**src/rtl/shift_pipe_n.sv**
```systemverilog
// Purpose: DEPTH x WIDTH shift pipeline. It supports forward/backward shift, rotate, parallel load, clear, a tap port and a fill counter.
// Latency: one cycle from sin_f/sin_b/pdata to the stage; DEPTH forward-shift edges from sin_f to sout_f.
// Backpressure: none. The pipe moves only when mode requests it, and mode 00 stalls it without losing data.
//
// Ports:
//   clk, rst          rising-edge clock, async active-high reset
//   clr               synchronous clear (wins over mode)
//   mode, rot         00 hold, 01 forward, 10 backward, 11 load; rot turns a shift into a rotate
//   sin_f, sin_b      serial inputs into stage 0 (forward) / stage DEPTH-1 (backward)
//   pdata, pout       all stages packed, stage i at [i*WIDTH +: WIDTH]
//   sout_f, sout_b    stage DEPTH-1 / stage 0
//   tap_sel, tap      stage select and its value (0 when tap_sel >= DEPTH)
//   fill, full        count of written stages (saturates at DEPTH), fill == DEPTH
module shift_pipe_n #(
    parameter  int WIDTH = 8,
    parameter  int DEPTH = 3,
    localparam int CW    = $clog2(DEPTH + 1)
) (
    input  logic                     clk,
    input  logic                     rst,
    input  logic                     clr,
    input  logic [1:0]               mode,
    input  logic                     rot,
    input  logic [WIDTH-1:0]         sin_f,
    input  logic [WIDTH-1:0]         sin_b,
    input  logic [DEPTH*WIDTH-1:0]   pdata,
    input  logic [CW-1:0]            tap_sel,
    output logic [DEPTH*WIDTH-1:0]   pout,
    output logic [WIDTH-1:0]         sout_f,
    output logic [WIDTH-1:0]         sout_b,
    output logic [WIDTH-1:0]         tap,
    output logic [CW-1:0]            fill,
    output logic                     full
);

    logic [WIDTH-1:0] q     [DEPTH];
    logic [WIDTH-1:0] q_nxt [DEPTH];
    logic [CW-1:0]    fill_nxt;

    assign full   = (fill == CW'(DEPTH));
    assign sout_f = q[DEPTH-1];
    assign sout_b = q[0];

    // The next state is built entirely from pre-edge q. As a result, every
    // stage moves together and no value cascades through several stages in one cycle.
    always_comb begin
        q_nxt    = q;
        fill_nxt = fill;
        if (clr) begin
            for (int i = 0; i < DEPTH; i++) q_nxt[i] = '0;
            fill_nxt = '0;
        end else begin
            case (mode)
                2'b01: begin
                    q_nxt[0] = rot ? q[DEPTH-1] : sin_f;
                    for (int i = 1; i < DEPTH; i++) q_nxt[i] = q[i-1];
                    // A rotate writes no new data, so only a serial shift counts.
                    if (!rot && !full) fill_nxt = fill + CW'(1);
                end
                2'b10: begin
                    q_nxt[DEPTH-1] = rot ? q[0] : sin_b;
                    for (int i = 0; i < DEPTH - 1; i++) q_nxt[i] = q[i+1];
                    if (!rot && !full) fill_nxt = fill + CW'(1);
                end
                2'b11: begin
                    for (int i = 0; i < DEPTH; i++) q_nxt[i] = pdata[i*WIDTH +: WIDTH];
                    fill_nxt = CW'(DEPTH);
                end
                default: ;
            endcase
        end
    end

    always_ff @(posedge clk or posedge rst) begin
        if (rst) begin
            for (int i = 0; i < DEPTH; i++) q[i] <= '0;
            fill <= '0;
        end else begin
            q    <= q_nxt;
            fill <= fill_nxt;
        end
    end

    always_comb begin
        pout = '0;
        for (int i = 0; i < DEPTH; i++) pout[i*WIDTH +: WIDTH] = q[i];
    end

    // An unmatched tap_sel (DEPTH..2^CW-1) leaves tap at its zero default.
    always_comb begin
        tap = '0;
        for (int i = 0; i < DEPTH; i++) begin
            if (tap_sel == CW'(i)) tap = q[i];
        end
    end

endmodule

```
**config.mk**
```make
export PLATFORM = sky130hd
export DESIGN_NAME = shift_pipe_n
export DESIGN_NICKNAME = d
export VERILOG_FILES = /design/src/rtl/shift_pipe_n.sv
export SDC_FILE = /design/constraint.sdc
export NUM_CORES = 1
export LEC_CHECK = 0
export ABC_AREA = 1
export CAP_MARGIN = 20
export CORE_ASPECT_RATIO = 0.7
export CORE_MARGIN = 2
export CORE_UTILIZATION = 46
export DETAILED_ROUTE_END_ITERATION = 8
export GPL_TIMING_DRIVEN = 0
export PLACE_DENSITY_LB_ADDON = 0.25
export SLEW_MARGIN = 20
export SYNTH_ARGS = -nofsm -noshare
export SYNTH_HDL_FRONTEND = slang
export SYNTH_SLANG_ARGS = --single-unit
```
**constraint.sdc**
```tcl
create_clock -name clk -period 1.53 [get_ports clk]
set_input_delay 0.153 -clock clk [delete_from_list [all_inputs] [get_ports clk]]
set_output_delay 0.153 -clock clk [all_outputs]
set_load 0.01 [all_outputs]
```
=== Yosys cells after proc, flatten, opt, wreduce, memory -nomap -nowiden ===
Cells that the tools add are included.
Widths: inputs -> output; s select.

* Register bits after elaboration: 26
* Output and inout port bits: 51
* Logic and storage cells: 30

* Add/sub/neg operators: 1
* Eq/ne operators: 7
* Multiplexer cells: 10
* Reductions and logical operators: 8

{| class="wikitable"
|+ Operators by type and width
! cell !! count
|-
| $pmux 24 s3 || 1
|-
| $mux 8 || 5
|-
| $mux 24 || 1
|-
| $eq 2x2->1 const B || 4
|-
| $eq 2x1->1 const B || 2
|-
| $mux 2 || 2
|-
| $pmux 2 s2 || 1
|-
| $reduce_bool 4->1 || 1
|-
| $ne 3x1->1 const B || 1
|-
| $reduce_bool 3->1 || 1
|-
| $add 2x1->2 const B || 1
|-
| $logic_not 1->1 || 2
|-
| $logic_not 2->1 || 1
|-
| $reduce_and 2->1 || 1
|-
| $reduce_or 2->1 || 1
|-
| $logic_and 1x1->1 || 1
|}

=== Longest topological paths before layout ===
* Word-level depth: 6
* Mapped depth: 9

=== Worst setup path before layout ===
No wires, ideal clock.

* Kind: input to register
* Start point: in mode[0]
* End point: reg q (netlist bit sout_f[1])
* Library setup time: 117 ps
* Arrival time: 1,108 ps
* Required time: 1,413 ps
* Setup slack: 305 ps
* Stages on the path: 9
* Buffers on the path: 1
* Cell sequence: inv_1 -> ha_1 -> nor2_2 -> inv_2 -> buf_2 -> nor2_1 -> nor2_1 -> nand2_1 -> nand2_1

* Longest elaborated chain between the ends: 3
* Elaborated cells on any way between the ends: 6
* Classes of those cells: eq/ne: 3; mux: 2; reduce/logical: 1

{| class="wikitable"
|+ RTL lines
! what !! RTL line !! source
|-
| start, declared || 22 || <nowiki>input logic [1:0] mode,</nowiki>
|-
| $eq 2x2->1 / $eq 2x1->1 (equally long branches) || 53 || <nowiki>case (mode)</nowiki>
|-
| $pmux 24 s3 || 53 ||
|-
| $mux 24 || 49 || <nowiki>if (clr) begin</nowiki>
|-
| end signal, assigned || 79 || <nowiki>q <= q_nxt;</nowiki>
|-
| end, declared || 36 || <nowiki>logic [WIDTH-1:0] q [DEPTH];</nowiki>
|}

Several ways; a longest one is shown, not always the timed one.
A chain may end at the register's enable or synchronous reset.

=== Final worst setup path ===
* Start point: reg q (netlist bit sout_f[3])
* End point: out sout_f[3]

{| class="wikitable"
|+ RTL lines
! what !! RTL line !! source
|-
| end, declared || 29 || <nowiki>output logic [WIDTH-1:0] sout_f,</nowiki>
|}

No word-level cell between the ends.

==> impl_metrics.ini <==
[status]
outcome = finished, final reports clean

[routing]
dr.first_iter.drc_count = 474
num_vias = 3026
detail_route.first_pass.iterations = 7
drc = 0
wl_per_cell_um = 14.48
wl_um = 8497
vias_per_cell = 5.155
ant_nets = 0

[critical_path]
end_kind = primary output
arrival_ns = 1.34
critPathLaunchType = flop
crit_family = buffers and inverters
crit_type = flop to primary output
crit_path_top_delay_cell = clkdlybuf4s50_1
path_cells = buf_4, clkdlybuf4s50_1
slowest_delay_ns = 0.52
required_ns = 1.38
crit_buf_inv = 2
path_max_fanout = 5

[clock_network]
worstSkewPairLatency_ns = 0.28
h-tree-depth = 1
numClockSinks = 26
cts_buffer_depth = 2
cts_tree = done
path_clk_slew_ns = 0.10
clockRootBuffer = clkbuf_8
numCtsBuffers = 3
holdBufCountCts = 0

[synth]
netlist_area_um2 = 2268
synth-async-reset-ratio_pct = 100.0
synth_cell_types = 18
synth_cells = 385
yosysWarnings = 0
synth.net_count = 439
ys_ff_latch = 26
synth_top_flop_cell = dfrtp_1
synth_edf_count = 0
syn_area_per_cell_um2 = 5.892
ys_seq_area_share_pct = 28.68

[layout]
nets = 573
fill_cells = 371
drive_gt1_share_pct = 17.37
area_delta_synth_final_pct = 63.65
diodes = 0

[floorplan]
die-area_um2 = 5518
die_w_um = 87.94
die_height_um = 62.76
row_count = 21
initial_core_util_pct = 47.70
core_um2 = 4756
floorplan.io_pins = 99

[grt]
antenna_found_initial = 0
track_usage_pct = 30.87
overflow = 0
grtUsageMet2_pct = 47.73
use_met1_pct = 41.38
grt_use_met3_pct = 7.133
top_usage_layer = met2
grt_max_degree = 27
grt_pass1_vias = 2908
grt_pass1_wl_um = 13390

[timing]
setup_violations = 0
finalHoldViolCount = 0
setup-tns-final_ns = 0
min_period_ns = 1.491
finalClockSkew_ns = 0.006072
fmax_mhz = 670.7
worst_pin_slew_ns = 0.5939
slew-limit-headroom_pct = 60.35
period_share_pct = 97.45
slew_viol_final = 0

[pwr]
swShare_pct = 35.18
finalPower_uw = 2459
ir_worst_vdd_mv = 0.4301
p_switching_uw = 864.9
p_int_uw = 1594
power_frac_seq_pct = 34.3
clkPwrFrac_pct = 18.8
power_frac_comb_pct = 46.8
power.density_nw_per_um2 = 662.3
p_leak_uw = 0.002090

[placement]
io_buffers = 97
hpwl_um = 5638
gp_congestion = 0.8845

[worst_hold_path]
hp-class = primary input to async pin

[job]
max_cap_viol_count = 0
==> cells in the final DEF, fill, tap and decap left out, drive strengths merged <==
cell	netlist	final
dlymetal6s2s	0	8
clkbuf	2	8
o21ai	1	1
nand2	175	175
nand3	65	65
dfrtp	26	26
dlygate4sd2	0	8
inv	42	42
clkdlybuf4s15	0	2
buf	31	61
ha	6	6
nor2	27	27
clkdlybuf4s50	0	79
a21oi	10	10
==> timing repair <==
item / 4_1_cts / 5_1_grt
endpoints found under the setup margin: 43 / 39
setup buffers: 19 / 13
pin swaps: 5 / 4
hold endpoints to repair: 0 / 0
resized for setup: 36 / 12
==> worst reg2reg max path, cell delays in order, from the launching register on <==
cell,delay (ns)
dfrtp_1,0.41
ha_1,0.21
inv_1,0.05
nand2_1,0.08
nand2_1,0.11
nand2_1,0.05
o21ai_0,0.10
==> power by group through the flow <==
stage               Clock, uW  Sequential (uW)  Combinational, uW
floorplan                   0              879                461
global placement            0              869                968
detailed placement          0              871                991
CTS                       467              847               1080
global route              495              855               1240
finish                    463              844               1150
==> cell type report <==
class	count	area, um2	share of cell area [%]
Multi-Input combinational cell	284	1290	34.75
Timing Repair Buffer	129	1236	33.30
Sequential cell	26	659.4	17.76
Buffer	33	227.7	6.134
Inverter	42	157.7	4.247
Tap cell	69	86.33	2.326
Clock buffer	4	55.05	1.483
==> worst paths after layout <==
check,cells past startpoint,start,to,slack (ns)
min in group clk,6,rot,sout_f[4],0.40
max reg2reg,6,fill[0],fill[0],0.44
min,2,rst,pout[14],0.25
max,2,sout_f[3],sout_f[3],0.04
max in group asynchronous,2,rst,sout_f[7],0.84
min reg2reg,2,sout_b[3],sout_b[3],0.58
==> cell families after synthesis <==
family | count (synthesis) | synth area share [%]
compound gates | 11 | 2.923
buf+inv | 75 | 16.11
flops | 26 | 28.68
simple gates | 267 | 48.98
fa+ha+maj | 6 | 3.309
==> synth_stat cells (2+ instances only) <==
cell type    n  area [um2]
a21oi_1      9       45.04
buf_2       13       65.06
buf_4       16       120.1
clkbuf_1     2       7.510
dfrtp_1     26       650.6
ha_1         6       75.07
inv_1       41       153.9
nand2_1    175       656.9
nand3_1     63       315.3
nand3_2      2       20.02
nor2_1      24       90.09
nor2_4       2       22.52
==> flip-flops by register name, indices dropped and copies added, names as in the netlist <==
name,count
pout,8
sout_f,8
fill,2
sout_b,8
==> per-layer routing <==
metal  vias to the layer above  routed length (um)
met1                      1328                3395
met2                       228                3787
li1                       1437                   -
met5                         -                   0
met3                        33                1090
met4                         0                 223
==> per-stage QoR <==
stage / instance area (um2) / std cells / util (%) / hold WS, ns / worst slack, ns
finish: 3712 / 587 / 78.06 / 0.2532 / 0.03900
global route: 3712 / 587 / 78.06 / 0.3069 / -0.001644
CTS: 3571 / 574 / 75.09 / 0.3873 / 0.00005984
detailed placement: 3326 / 551 / 69.93 / 0.5802 / -0.6320
global placement: 3326 / 551 / 69.93 / 0.5316 / -0.5942
floorplan: 2268 / 385 / - / 0.1930 / 0.3053
Power figures use the tool's default switching activity.
==> edit 1, RTL diff (same settings) <==
Add an input register stage for `mode`; this delays it by one clock. The other inputs are not delayed to match.
--- a/src/rtl/shift_pipe_n.sv
+++ b/src/rtl/shift_pipe_n.sv
@@ -34,4 +34,10 @@
 );
 
+    logic [1:0] mode_q;
+
+    always_ff @(posedge clk) begin
+        mode_q <= mode;
+    end
+
     logic [WIDTH-1:0] q     [DEPTH];
     logic [WIDTH-1:0] q_nxt [DEPTH];
@@ -51,5 +57,5 @@
             fill_nxt = '0;
         end else begin
-            case (mode)
+            case (mode_q)
                 2'b01: begin
                     q_nxt[0] = rot ? q[DEPTH-1] : sin_f;
Check against the original RTL: not equivalent (a bounded check fails within 4 cycles, from zero or initial values and one cycle with rst high).
==> edit 1 against the unedited design <==
- sequential cell count is 2 higher
- final area increased by 2.6%
- critical path type unchanged
- worst setup slack worse by 13 ps
- power shrank 3.8%
- critical endpoint is now sout_f[4]
- via count up 1.5%
- combinational power decreased by 12%
- wire length up 3.2%
- area after synthesis up 2.9%
- global-route usage increased by 0.27 points
==> edit 1: results (changes against the unedited design) <==
* Pleak at 2.25 nW (+7.6%)
* Crit share post-route at 0.983 (+0.00877)
* Met2 WL post-DR at 3870 µm (+2.2%)
* FF-to-FF setup slack at 60 ps (-380 ps)
* Initial DRC count at 302 (-36%)
* Avg Vias per Cell at 5.09 (-1.3%)
* Seq/Total Area, Yosys at 0.296 (+0.00900)
* FFs w/ async S/R, synth at 0.929 (-0.0714)
* Placed cells at 569 (+3.3%)
* Total routed wirelength at 8770 µm (+3.2%)
* Run status: complete, no violations
* Grt met1 use at 0.415 (+0.00154)
* Synth area leaders: nand2_1, dfrtp_1, nand3_1, inv_1, buf_4
* GR Util All Layers at 0.311 (+0.00270)
* I/O Buffers at 97 (unchanged)
* Mapped Nets at 457 (+4.1%)
* Clock buffer depth at 2 (unchanged)
* Largest net degree at the start of global routing at 27 (unchanged)
* Worst slew margin at 0.594 (-0.00961)
* Met1 wire length at 3570 µm (+5.2%)
* Synth top cells by count: nand2_1, inv_1, nand3_1, nor2_1, dfrtp_1
* Cells after Synth at 403 (+4.7%)
* Met3 Routed Length at 1160 µm (+6.3%)
* Final hold slack at 131 ps (-122 ps)
* Initial antenna violation count at 0 (unchanged)
* Drt first pass iters at 6 (-1)
* Pre-CTS setup slack at -681 ps (-49.0 ps)
* Final net count at 590 (+3.0%)
* GR Layer Usage met2 at 0.491 (+0.0135)
* Synth unique cells at 16 (-2)
* Grt met3 use at 0.0865 (+0.0152)
* Layout cells sized above 1 at 0.164 (-0.00926)
* Worst Skew at 7.14 ps (+1.06 ps)
* Min-Delay Path Class: in -> async
* First-pass GRT wire length at 13700 µm (+2.0%)
* Placed Area at 3390 µm² (+2.0%)
* Sw Ratio at 0.342 (-0.00992)
* GP Congestion at 0.843 (-4.7%)
* Vias at 3072 (+1.5%)
* DP HPWL at 5730 µm (+1.6%)
* Max IR drop VDD at 0.000413 V (-3.9%)
* Vias in the first global route at 2839 (-2.4%)
[edit 1: power by group through the flow]
| stage | clock network, mW | logic, mW | registers (mW) |
|---|---|---|---|
| floorplan | 0 | 0.409 | 0.902 |
| global placement | 0 | 0.846 | 0.898 |
| detailed placement | 0 | 0.862 | 0.899 |
| CTS | 0.486 | 0.928 | 0.875 |
| global route | 0.513 | 1.09 | 0.881 |
| finish | 0.485 | 1.01 | 0.873 |
[edit 1: worst max-delay path, cell delays in order (launching register included)]
cell	delay, ps
dfrtp_2	420
buf_4	110
clkdlybuf4s50_1	530
[edit 1: cells by family after synthesis]
group | after synthesis | synth area share
simple gates | 283 | 0.486
fa+ha+maj | 6 | 0.0322
flops | 28 | 0.296
buf+inv | 83 | 0.175
compound gates | 3 | 0.0113
[edit 1: path summary, 6_finish.rpt]
path	from	endpoint	cells after the start
max reg2reg	mode_q[0]$_DFF_P_	sout_f[3]$_DFFE_PP0P_	8
max in group asynchronous	rst	sout_f[3]$_DFFE_PP0P_	3
min in group clk	mode[0]	mode_q[0]$_DFF_P_	1
min	rst	pout[10]$_DFFE_PP0P_	2
max	sout_f[4]$_DFFE_PP0P_	sout_f[4]	2
min reg2reg	sout_f[1]$_DFFE_PP0P_	sout_f[1]$_DFFE_PP0P_	2
[edit 1: cell type report]
class	instances	area, µm²
multi-input cells	292	1280
repair buffers	128	1260
fillers	367	1020
clock buffers	4	55.1
plain buffers	31	229
inverters	52	195
flip-flops and latches	28	703
well taps	69	86.3
[edit 1: repair_timing]
item,in CTS,in global routing
gates resized for setup,30,30
endpoints found under the setup margin,46,39
cloned,0,2
pin swaps,4,4
buffers inserted,18,10
hold buffers,0,0
==> edit 2, RTL diff (same settings) <==
Without the edit above. Change the parameter `DEPTH` from 3 to 2.
--- a/src/rtl/shift_pipe_n.sv
+++ b/src/rtl/shift_pipe_n.sv
@@ -14,5 +14,5 @@
 module shift_pipe_n #(
     parameter  int WIDTH = 8,
-    parameter  int DEPTH = 3,
+    parameter  int DEPTH = 2,
     localparam int CW    = $clog2(DEPTH + 1)
 ) (
Interface: changed (resized pdata and pout); port bits go from 99 to 83. The function was not compared with the original's and may differ.
==> edit 2 against the unedited design <==
- clock power decreased by 10%
- final cell count decreased by 25%
- largest power group unchanged
- critical path depth increased by 2
- power decreased by 30%
- synthesized cell count decreased by 21%
- final area decreased by 27%
- area after synthesis decreased by 23%
- sequential cell count decreased by 8
- wire length decreased by 34%
- worst setup slack got worse by 13 ps
==> edit 2: results (changes against the unedited design) <==
* Synth area leaders: nand2_1, dfrtp_1, inv_1, buf_4, nor2_1
* Mapped Nets at 351 (-20%)
* Min-Delay Path Class: in -> async
* Pre-CTS setup slack at -478 ps (+154 ps)
* Worst-path clk slew at 80 ps (-20 ps)
* Root buffer cell: clkbuf_8
* Worst Path Max Fanout at 8 (+3)
* GR Util All Layers at 0.261 (-0.0481)
* Ys Warns at 0 (unchanged)
* Synth unique cells at 20 (+2)
* DP HPWL at 4030 µm (-29%)
* WL/cell at 12.7 µm (-12%)
* Max IR drop VDD at 0.000569 V (+32%)
* Final net count at 440 (-23%)
* GP Congestion at 0.802 (-9.4%)
* Worst Skew at 4.29 ps (-1.78 ps)
* FFs w/ async S/R, synth at 1.00 (unchanged)
* Vias in the first global route at 2044 (-30%)
* Layout cells sized above 1 at 0.132 (-0.0414)
* Synth top cells by count: nand2_1, inv_1, nor2_1, buf_4, dfrtp_1
* Largest net degree at the start of global routing at 19 (-30%)
* Vias at 2141 (-29%)
* Avg Vias per Cell at 4.83 (-6.2%)
* Fillcell total at 303 (-18%)
* Cells after Synth at 305 (-21%)
* Worst slew margin at 0.503 (-0.101)
* I/O Buffers at 81 (-16%)
* First-pass GRT wire length at 9050 µm (-32%)
* Seq/Total Area, Yosys at 0.257 (-0.0297)
* Drt first pass iters at 6 (-1)
* Run status: complete, no violations
* Initial DRC count at 186 (-61%)
* Pleak at 1.58 nW (-25%)
* Fin. Hold Viols at 0 (unchanged)
* Initial antenna violation count at 0 (unchanged)
## edit 2: final timing paths
kind | startpoint | to | slack, ps | cells past startpoint
min in group clk | rot | sout_f[2]$_DFFE_PP0P_ | 380 | 6
setup reg to reg | fill[0]$_DFFE_PP0P_ | fill[0]$_DFFE_PP0P_ | 420 | 7
setup / recovery | tap_sel[0] | tap[5] | 30 | 4
hold / removal | rst | sout_f[1]$_DFFE_PP0P_ | 310 | 2
hold reg to reg | sout_f[4]$_DFFE_PP0P_ | sout_f[4]$_DFFE_PP0P_ | 540 | 2
max in group asynchronous | rst | sout_b[4]$_DFFE_PP0P_ | 700 | 2
## edit 2: routing by layer
metal  track usage  wire [µm]
met4         0.105        115
met2         0.414       2630
met1         0.343       2360
met5             0          0
met3        0.0601        515
## edit 2: report_power, final
group          total [mW]  internal, mW  switching (mW)
clock network       0.415         0.230           0.185
registers           0.569         0.518          0.0511
logic               0.725         0.380           0.345
total                1.71          1.13           0.581
## edit 2: layout make-up
cell class | instances | area share
clock buffers | 4 | 0.0202
well taps | 50 | 0.0230
plain buffers | 25 | 0.0666
inverters | 52 | 0.0716
repair buffers | 86 | 0.309
multi-input cells | 208 | 0.342
flip-flops and latches | 18 | 0.168
## edit 2: critical path: stages
cell             delay, ps
clkdlybuf4s50_1        440
or2_4                  320
o22ai_1                160
clkdlybuf4s15_1        270
## edit 2: repair_timing
| item | in CTS | in global routing |
|---|---|---|
| gates resized for setup | 13 | 16 |
| pin swaps | 1 | 0 |
| setup buffers | 2 | 3 |
| endpoints found under the setup margin | 25 | 30 |
| hold buffers | 0 | 0 |
## edit 2: metrics by stage
stage	cell area [µm²]	TNS, ps
CTS	2680	0
global placement	2630	-9330
finish	2730	0
floorplan	1750	0
global route	2730	0
detailed placement	2630	-10380
## edit 2: kinds of logic (layout without fill, tap and decap cells)
kind of cell / count (synthesis) / after routing / synth area share
buf+inv: 79 / 167 / 0.219
flops: 18 / 18 / 0.257
compound gates: 11 / 11 / 0.0371
simple gates: 191 / 191 / 0.444
fa+ha+maj: 6 / 6 / 0.0429
